===== src/rtl/timer555_pkg.sv =====
// Shared types for the 555-style multimode timer: FSM states and mode encodings.
package timer555_pkg;

  typedef enum logic [1:0] {
    IDLE = 2'd0,
    HIGH = 2'd1,
    LOW  = 2'd2
  } state_t;

  localparam logic [1:0] MODE_OFF     = 2'd0;
  localparam logic [1:0] MODE_ASTABLE = 2'd1;
  localparam logic [1:0] MODE_MONO    = 2'd2;

endpackage


===== src/rtl/timer555_prescaler.sv =====
// Free-running divide-by-PRESCALE tick generator; tick is high one cycle in PRESCALE.
module timer555_prescaler #(
  parameter int unsigned PRESCALE = 1
) (
  input  logic clk,
  input  logic reset,
  output logic tick
);

  localparam int unsigned DIV_W = $clog2(PRESCALE) + 1;
  localparam logic [DIV_W-1:0] LAST = DIV_W'(PRESCALE - 1);

  logic [DIV_W-1:0] r_div;

  always_ff @(posedge clk or posedge reset) begin
    if (reset) begin
      r_div <= '0;
    end else if (r_div == LAST) begin
      r_div <= '0;
    end else begin
      r_div <= r_div + DIV_W'(1);
    end
  end

  assign tick = (r_div == LAST);

endmodule


===== src/rtl/timer555_multimode.sv =====
// Clocked 555 timer: astable / monostable pulse generator on one loadable down-counter.
// Optional tick prescaler is enabled by defining TIMER555_PRESCALER_EN.
module timer555_multimode
  import timer555_pkg::*;
#(
  parameter int unsigned CNT_W    = 16,
  parameter int unsigned PRESCALE = 1
) (
  input  logic             clk,
  input  logic             reset,
  input  logic             en,
  input  logic [1:0]       mode,
  input  logic             trigger,
  input  logic [CNT_W-1:0] high_cycles,
  input  logic [CNT_W-1:0] low_cycles,
  output logic             pulse,
  output logic             busy,
  output logic             period_done,
  output logic [CNT_W-1:0] cycles
);

  state_t           r_state, w_state;
  logic [CNT_W-1:0] r_cnt, w_cnt;
  logic [CNT_W-1:0] r_cycles, w_cycles;
  logic             r_pulse, w_pulse;
  logic             r_pd, w_pd;
  logic             r_trig_q;
  logic             w_tick;
  logic             w_trig_edge;
  logic             w_phase_end;
  logic [CNT_W-1:0] w_high_load;
  logic [CNT_W-1:0] w_low_load;

`ifdef TIMER555_PRESCALER_EN
  timer555_prescaler #(
    .PRESCALE(PRESCALE)
  ) u_prescaler (
    .clk  (clk),
    .reset(reset),
    .tick (w_tick)
  );
`else
  assign w_tick = 1'b1;
`endif

  // Zero durations load as one tick so every phase lasts at least one tick.
  assign w_high_load = (high_cycles == '0) ? '0 : high_cycles - CNT_W'(1);
  assign w_low_load  = (low_cycles  == '0) ? '0 : low_cycles  - CNT_W'(1);
  assign w_trig_edge = trigger & ~r_trig_q;
  assign w_phase_end = w_tick && (r_cnt == '0);

  always_ff @(posedge clk or posedge reset) begin
    if (reset) begin
      r_state  <= IDLE;
      r_cnt    <= '0;
      r_cycles <= '0;
      r_pulse  <= 1'b0;
      r_pd     <= 1'b0;
      r_trig_q <= 1'b0;
    end else begin
      r_state  <= w_state;
      r_cnt    <= w_cnt;
      r_cycles <= w_cycles;
      r_pulse  <= w_pulse;
      r_pd     <= w_pd;
      r_trig_q <= trigger;
    end
  end

  always_comb begin
    w_state  = r_state;
    w_cnt    = r_cnt;
    w_cycles = r_cycles;
    w_pulse  = r_pulse;
    w_pd     = 1'b0;
    if (!en) begin
      w_state = IDLE;
      w_pulse = 1'b0;
    end else begin
      unique case (r_state)
        IDLE: begin
          if ((mode == MODE_ASTABLE) || ((mode == MODE_MONO) && w_trig_edge)) begin
            w_state = HIGH;
            w_cnt   = w_high_load;
            w_pulse = 1'b1;
          end
        end
        HIGH: begin
          if (w_phase_end) begin
            w_pulse = 1'b0;
            if (mode == MODE_MONO) begin
              w_state  = IDLE;
              w_pd     = 1'b1;
              w_cycles = r_cycles + CNT_W'(1);
            end else begin
              w_state = LOW;
              w_cnt   = w_low_load;
            end
          end else if (w_tick) begin
            w_cnt = r_cnt - CNT_W'(1);
          end
        end
        LOW: begin
          if (w_phase_end) begin
            w_pd     = 1'b1;
            w_cycles = r_cycles + CNT_W'(1);
            if (mode == MODE_ASTABLE) begin
              w_state = HIGH;
              w_cnt   = w_high_load;
              w_pulse = 1'b1;
            end else begin
              w_state = IDLE;
              w_pulse = 1'b0;
            end
          end else if (w_tick) begin
            w_cnt = r_cnt - CNT_W'(1);
          end
        end
        default: begin
          w_state = IDLE;
          w_pulse = 1'b0;
        end
      endcase
    end
  end

  assign pulse       = r_pulse;
  assign busy        = (r_state != IDLE);
  assign period_done = r_pd;
  assign cycles      = r_cycles;

endmodule


===== config.mk =====
export PLATFORM = sky130hd
export DESIGN_NAME = timer555_multimode
export DESIGN_NICKNAME = d
export VERILOG_FILES = /design/src/rtl/timer555_pkg.sv /design/src/rtl/timer555_prescaler.sv /design/src/rtl/timer555_multimode.sv
export SDC_FILE = /design/constraint.sdc
export NUM_CORES = 1
export LEC_CHECK = 0
export ABC_AREA = 1
export BUFFER_PORTS_ARGS = -buffer_cell sky130_fd_sc_hd__buf_2
export CORE_ASPECT_RATIO = 0.8
export CORE_MARGIN = 2
export CORE_UTILIZATION = 40
export DETAILED_ROUTE_END_ITERATION = 8
export PLACE_DENSITY = 0.65
export SLEW_MARGIN = 20
export SYNTH_ARGS = -nofsm -noshare
export SYNTH_HDL_FRONTEND = slang
export SYNTH_SLANG_ARGS = --single-unit

===== constraint.sdc =====
create_clock -name clk -period 2 [get_ports clk]
set_clock_uncertainty 0.15 [all_clocks]
set_input_delay 0.1 -clock clk [delete_from_list [all_inputs] [get_ports clk]]
set_output_delay 0.1 -clock clk [all_outputs]
set_load 0.02 [all_outputs]

Word level (Yosys, flattened, before mapping) --
Cells that the tools add are included.
Operators by class: add/sub/neg operators 4, bitwise logic cells 2, reduce and logical (&&, ||, !) cells 12, eq/ne operators 13, mux-type cells 30
Operator list (number):
- 16-bit two-way mux | 10
- 16-bit zero test | 3
- 16-bit one-hot mux with 3 select lines | 1
- 16-bit by 1-bit subtractor with 16-bit output, second input constant | 3
- 16-bit one-hot mux with 2 select lines | 1
- 16-bit by 1-bit adder with 16-bit output, second input constant | 1
- 3-bit inequality test, second input constant | 5
- 1-bit two-way mux | 10
- 2-bit two-way mux | 5
- 5-bit AND reduction | 2
- 2-bit inequality test, second input constant | 4
- 2-bit one-hot mux with 3 select lines | 1
- 2-bit by 1-bit == test with 1-bit output, second input constant | 2
- 2-bit == test, second input constant | 2
- 2-bit nonzero test | 2
- 1-bit one-hot mux with 3 select lines | 1
- 3-bit AND reduction | 1
- 3-bit nonzero test | 1
- 2-bit zero test | 1
- 1-bit one-hot mux with 2 select lines | 1
- 1-bit bitwise AND | 1
- 1-bit logical AND | 1
- 1-bit logical OR | 1
- 1-bit NOT | 1
Word-level totals: input bits 38, logic and storage cells 67, output and inout port bits 19, register bits 37

Depth between registers and ports, before layout --
depth in word-level cells 7, depth in mapped cells 13, depth with buffers taken out 13

Worst setup path after synthesis --
No wires, ideal clock.
kind register -> register, from register r_cnt[0], to register r_cycles[14] (netlist: cycles[14]), arrival 1.699 ns, required time 1.733 ns, slack 0.034 ns, path buffers 0, cell stages (with the launch flop) 14, path through dfrtp_1 inv_1 ha_1 nand2_2 nor2_4 nand3_4 nand2_4 nand2_8 inv_6 nand2_4 nor3_4 nand2_1 nand2_1 nand2_1
On the way: longest elaborated chain between the ends 3, elaborated cells between the ends (all ways) 4, classes of those cells eq/ne (2); reduce/logical (2)
Ends and longest elaborated chain:
- start, declared | RTL line timer555_multimode.sv:23 | logic [CNT_W-1:0] r_cnt, w_cnt;
- start signal, assigned | RTL line timer555_multimode.sv:62 | r_cnt <= w_cnt;
- 16-bit zero test (*) | RTL line timer555_multimode.sv:50 | assign w_phase_end = w_tick && (r_cnt == '0);
- 2-bit inequality test (no source line)
- 5-bit AND reduction (no source line) (*)
- end signal, assigned | RTL line timer555_multimode.sv:63 | r_cycles <= w_cycles;
- end, declared | RTL line timer555_multimode.sv:24 | logic [CNT_W-1:0] r_cycles, w_cycles;
Every way passes the cells marked *; elsewhere a longest branch is shown, timed or not. A chain may end at the register's enable or synchronous reset.

Final worst setup path --
from register r_cnt[2], to register r_cnt[4]
On the way: longest elaborated chain between the ends 3, elaborated cells between the ends (all ways) 8, classes of those cells add/sub (1); eq/ne (2); mux (3); reduce/logical (2)
Ends and longest elaborated chain:
- 16-bit by 1-bit subtractor with 16-bit output or 16-bit zero test (tied branches) | RTL line timer555_multimode.sv:100, timer555_multimode.sv:116, timer555_multimode.sv:50
- 16-bit two-way mux, or another cell as far along | RTL line timer555_multimode.sv:104 | if (w_phase_end) begin
- 16-bit one-hot mux with 3 select lines or 5-bit AND reduction (tied branches)
Parallel ways exist; a longest one is shown, timed or not.

==> impl_metrics.py <==
metrics = {
    "global_route": {
        "grt_max_degree": 38,
        "antenna_found_initial": 0,
        "grt_pass1_vias": 3397,
        "grt.busiest_layer": "met2",
        "grt_overflow": 0,
        "use_met3_pct": 4.613,
        "met1_usage_pct": 30.00,
        "grt_use_met2_pct": 33.18,
        "grt_pass1_wl_um": 15920,
        "grt.total_usage_pct": 21.32,
    },
    "synthesis": {
        "yosysSeqAreaShare_pct": 26.46,
        "synth_area_leaders": "dfrtp_1 (26%), nand2_1 (16%), nand3_1 (10%)",
        "synth_largest_area_cell": "dfrtp_1",
        "netlist_area_sq_um": 3500,
        "synth_compound_gate_area_share_pct": 6.829,
        "synth_edf_count": 0,
        "yosysUniqueCellTypes": 38,
        "avgSynthCellArea_sq_um": 6.328,
        "ys.flop_type": "dfrtp_1",
        "syn-num-nets": 599,
        "synthSimpleGateAreaFrac_pct": 45.33,
        "ys.warnings.count": 0,
        "synthCells": 553,
        "ys_seq_elements": 37,
        "postSynth.asyncResetShare_pct": 100.0,
        "synth_top_area_share_pct": 26.46,
        "synthXorXnorAreaFrac_pct": 8.759,
        "synth_top_family_by_area": "simple AND/OR/NAND/NOR gates",
        "synthMuxAreaShare_pct": 0,
        "synth_adder_area_share_pct": 2.860,
    },
    "finish": {
        "drive_gt1_share_pct": 22.82,
        "synthToLayoutAreaGrowth_pct": 28.21,
        "filler_cell_count": 869,
        "final_core_util_pct": 52.89,
        "multi_input_area_sq_um": 2312,
        "layout.nets": 698,
        "regArea_sq_um": 925.9,
        "antenna_cells": 0,
    },
    "min_path": {
        "hold_start": "mode[0]",
        "min_path_type": "in2reg",
    },
    "placed_design": {
        "gp_congestion": 0.9538,
        "hpwl_um": 7863,
        "port_buffers": 56,
    },
    "clocking": {
        "clock-root-buffer": "clkbuf_8",
        "numClockSinks": 37,
        "clk_pin_slew_worst_paths_ps": 80,
        "h-tree-depth": 2,
        "clk-insertion-delay-late_ps": 300,
        "cts_buffers": 5,
        "clockBufferDepth": 2,
        "cts_tree": "yes",
    },
    "floorplanning": {
        "start_util_pct": 41.25,
        "io_pins": 57,
        "rows": 30,
        "die_area_sq_um": 9518,
        "core_region_area_sq_um": 8483,
        "die-width_um": 108.6,
        "fp.dieH_um": 87.66,
    },
    "sta": {
        "max_freq_mhz": 497.4,
        "hold_viol": 0,
        "fin_ws_ps": -10.41,
        "tightest_slew_ps": 490.0,
        "rsz0062_at_grt": "true",
        "period_needed_ps": 2010,
        "slew_headroom_pct": 67.33,
        "setup_viol": 3,
        "drv_slew": 0,
        "period_share_pct": 100.5,
    },
    "detailed_routing": {
        "drt_iter0_drc": 206,
        "post_drt_wl_per_cell_um": 13.49,
        "drc": 0,
        "ant_nets": 0,
        "vias": 3816,
        "via_per_inst": 4.988,
        "dr.pass1.iters": 6,
        "drt-total-wl_um": 10320,
    },
    "power": {
        "p_leak_nw": 2.310,
        "ir_worst_vdd_mv": 0.6700,
        "p_per_area_nw_per_um2": 1032,
        "power.total_mw": 4.629,
    },
    "worst_setup_path": {
        "reg2reg_from": "r_cnt[2]",
        "worstSetupStartpoint": "r_cnt[2]",
        "cp_max_fo": 8,
        "path_class": "reg2reg",
        "slowest_stage": "dfrtp_1",
        "crit_required_ps": 2030,
        "crit_path_end_kind": "register",
        "path_cells": "nor2_2 -> nand2_4 -> nor2_4 -> nand3_4 -> nor2_4 -> nand2_2 -> nand3_4 -> clkbuf_16 -> nand2_1 -> a21boi_1",
        "start_kind": "register",
        "crit_arrival_ps": 2040,
        "cp_slowest_stage_delay_ps": 440,
    },
    "run_status": {
        "violations": "negative setup slack",
        "status": "complete, but fails checks",
    },
    "job": {
        "maxCapViolations": 0,
    },
}
## critical path: cells and delay by family, from the launching register on
family          cells  cell delay [ps]
flops               1              440
compound gates      1              120
buf+inv             1              180
simple gates        8              980
## timing repair
action                                  CTS  global route
gates resized for setup                   1            24
endpoints found under the hold margin    41             0
endpoints found under the setup margin    2            25
buffers inserted                          2             6
pin swaps                                 1            16
gates cloned                              0             3
hold buffers                              5             0
## flip-flops by register name, summed over array words and instances (netlist names)
signal       count
r_cnt           16
period_done      1
cycles          16
pulse            1
r_state          2
r_trig_q         1
## per-stage QoR
stage | worst slack (ps) | TNS (ps) | hold slack, ps | cells | area, sq um
2_1_floorplan | 33.99 | 0 | -18.57 | 553 | 3500
3_3_place_gp | 48.90 | 0 | 76.29 | 741 | 4115
3_5_place_dp | 15.32 | 0 | 77.36 | 741 | 4115
4_1_cts | 24.93 | 0 | 5.481 | 756 | 4295
5_1_grt | -115.5 | -1673 | 52.11 | 765 | 4487
6_report | -10.41 | -23.41 | 35.49 | 765 | 4487
## cell usage in the layout, fill, tap and decap left out, types with 3 or more instances in the layout
master / count
xor2_1: 27
dfrtp_1: 37
nand2_4: 3
buf_4: 37
nand2_2: 3
buf_2: 56
nor2_2: 9
ha_1: 6
o21ai_0: 11
dlygate4sd3_1: 5
nand3_1: 72
inv_2: 10
nor2_4: 5
nor2_1: 80
nand4_1: 15
o22ai_1: 3
a21boi_1: 9
a21oi_1: 12
nand2_1: 143
nor3_1: 3
clkbuf_8: 5
xnor2_1: 8
inv_1: 61
## worst paths after layout
path                                    end  slack, ps  depth (start not counted)
worst max register to register     r_cnt[4]        -10                         10
worst min-delay path            period_done         40                          4
max in group asynchronous         r_cnt[12]       1050                          4
worst min register to register        pulse        370                          2
worst max-delay path               r_cnt[4]        -10                         10
min in group asynchronous        cycles[13]        300                          4
## cell type report
class                           instances  share of cell area (%)
Multi-Input combinational cell        432                   51.53
Tap cell                              112                   3.123
Clock inverter                          3                   1.032
Sequential cell                        37                   20.64
Timing Repair Buffer                  103                   15.81
Inverter                               73                   6.330
Clock buffer                            5                   1.534
## routing by layer
metal	part of all wire, %	vias up
li1	-	1955
met1	48	1731
met2	44	115
met3	6.6	15
met4	1.4	0
met5	0	-
## Yosys cell counts (2+ instances only)
cell type	instances
nand3_1	73
buf_2	2
nor2_1	86
nand2_1	146
nand3b_1	2
nor3_2	2
o21ai_0	12
nor2_4	5
nand2_4	2
clkbuf_1	5
a21oi_1	13
nor2_2	3
ha_1	8
o211ai_1	2
buf_4	3
and2_1	2
nor3_1	3
dfrtp_1	37
o22ai_1	3
xnor2_1	8
a21boi_1	9
inv_2	7
nand4_1	15
xor2_1	27
inv_1	65
## power by group
| part | total [mW] | leakage [nW] | internal (mW) | switching (mW) |
|---|---|---|---|---|
| Clock | 0.683 | 0.0543 | 0.374 | 0.309 |
| Sequential | 1.21 | 0.460 | 0.981 | 0.224 |
| Combinational | 2.74 | 1.80 | 1.15 | 1.59 |
| Total | 4.63 | 2.31 | 2.50 | 2.13 |
## logic make-up (layout without fill, tap and decap cells)
| group | Yosys count | in the layout |
|---|---|---|
| xor gates and xnor gates | 35 | 35 |
| and+or+nand+nor | 348 | 348 |
| adders and majority gates | 8 | 8 |
| buffers and inverters | 84 | 184 |
| DFF | 37 | 37 |
| AOI/OAI and AO/OA | 41 | 41 |
No activity file was read; power rests on OpenSTA's default activity.
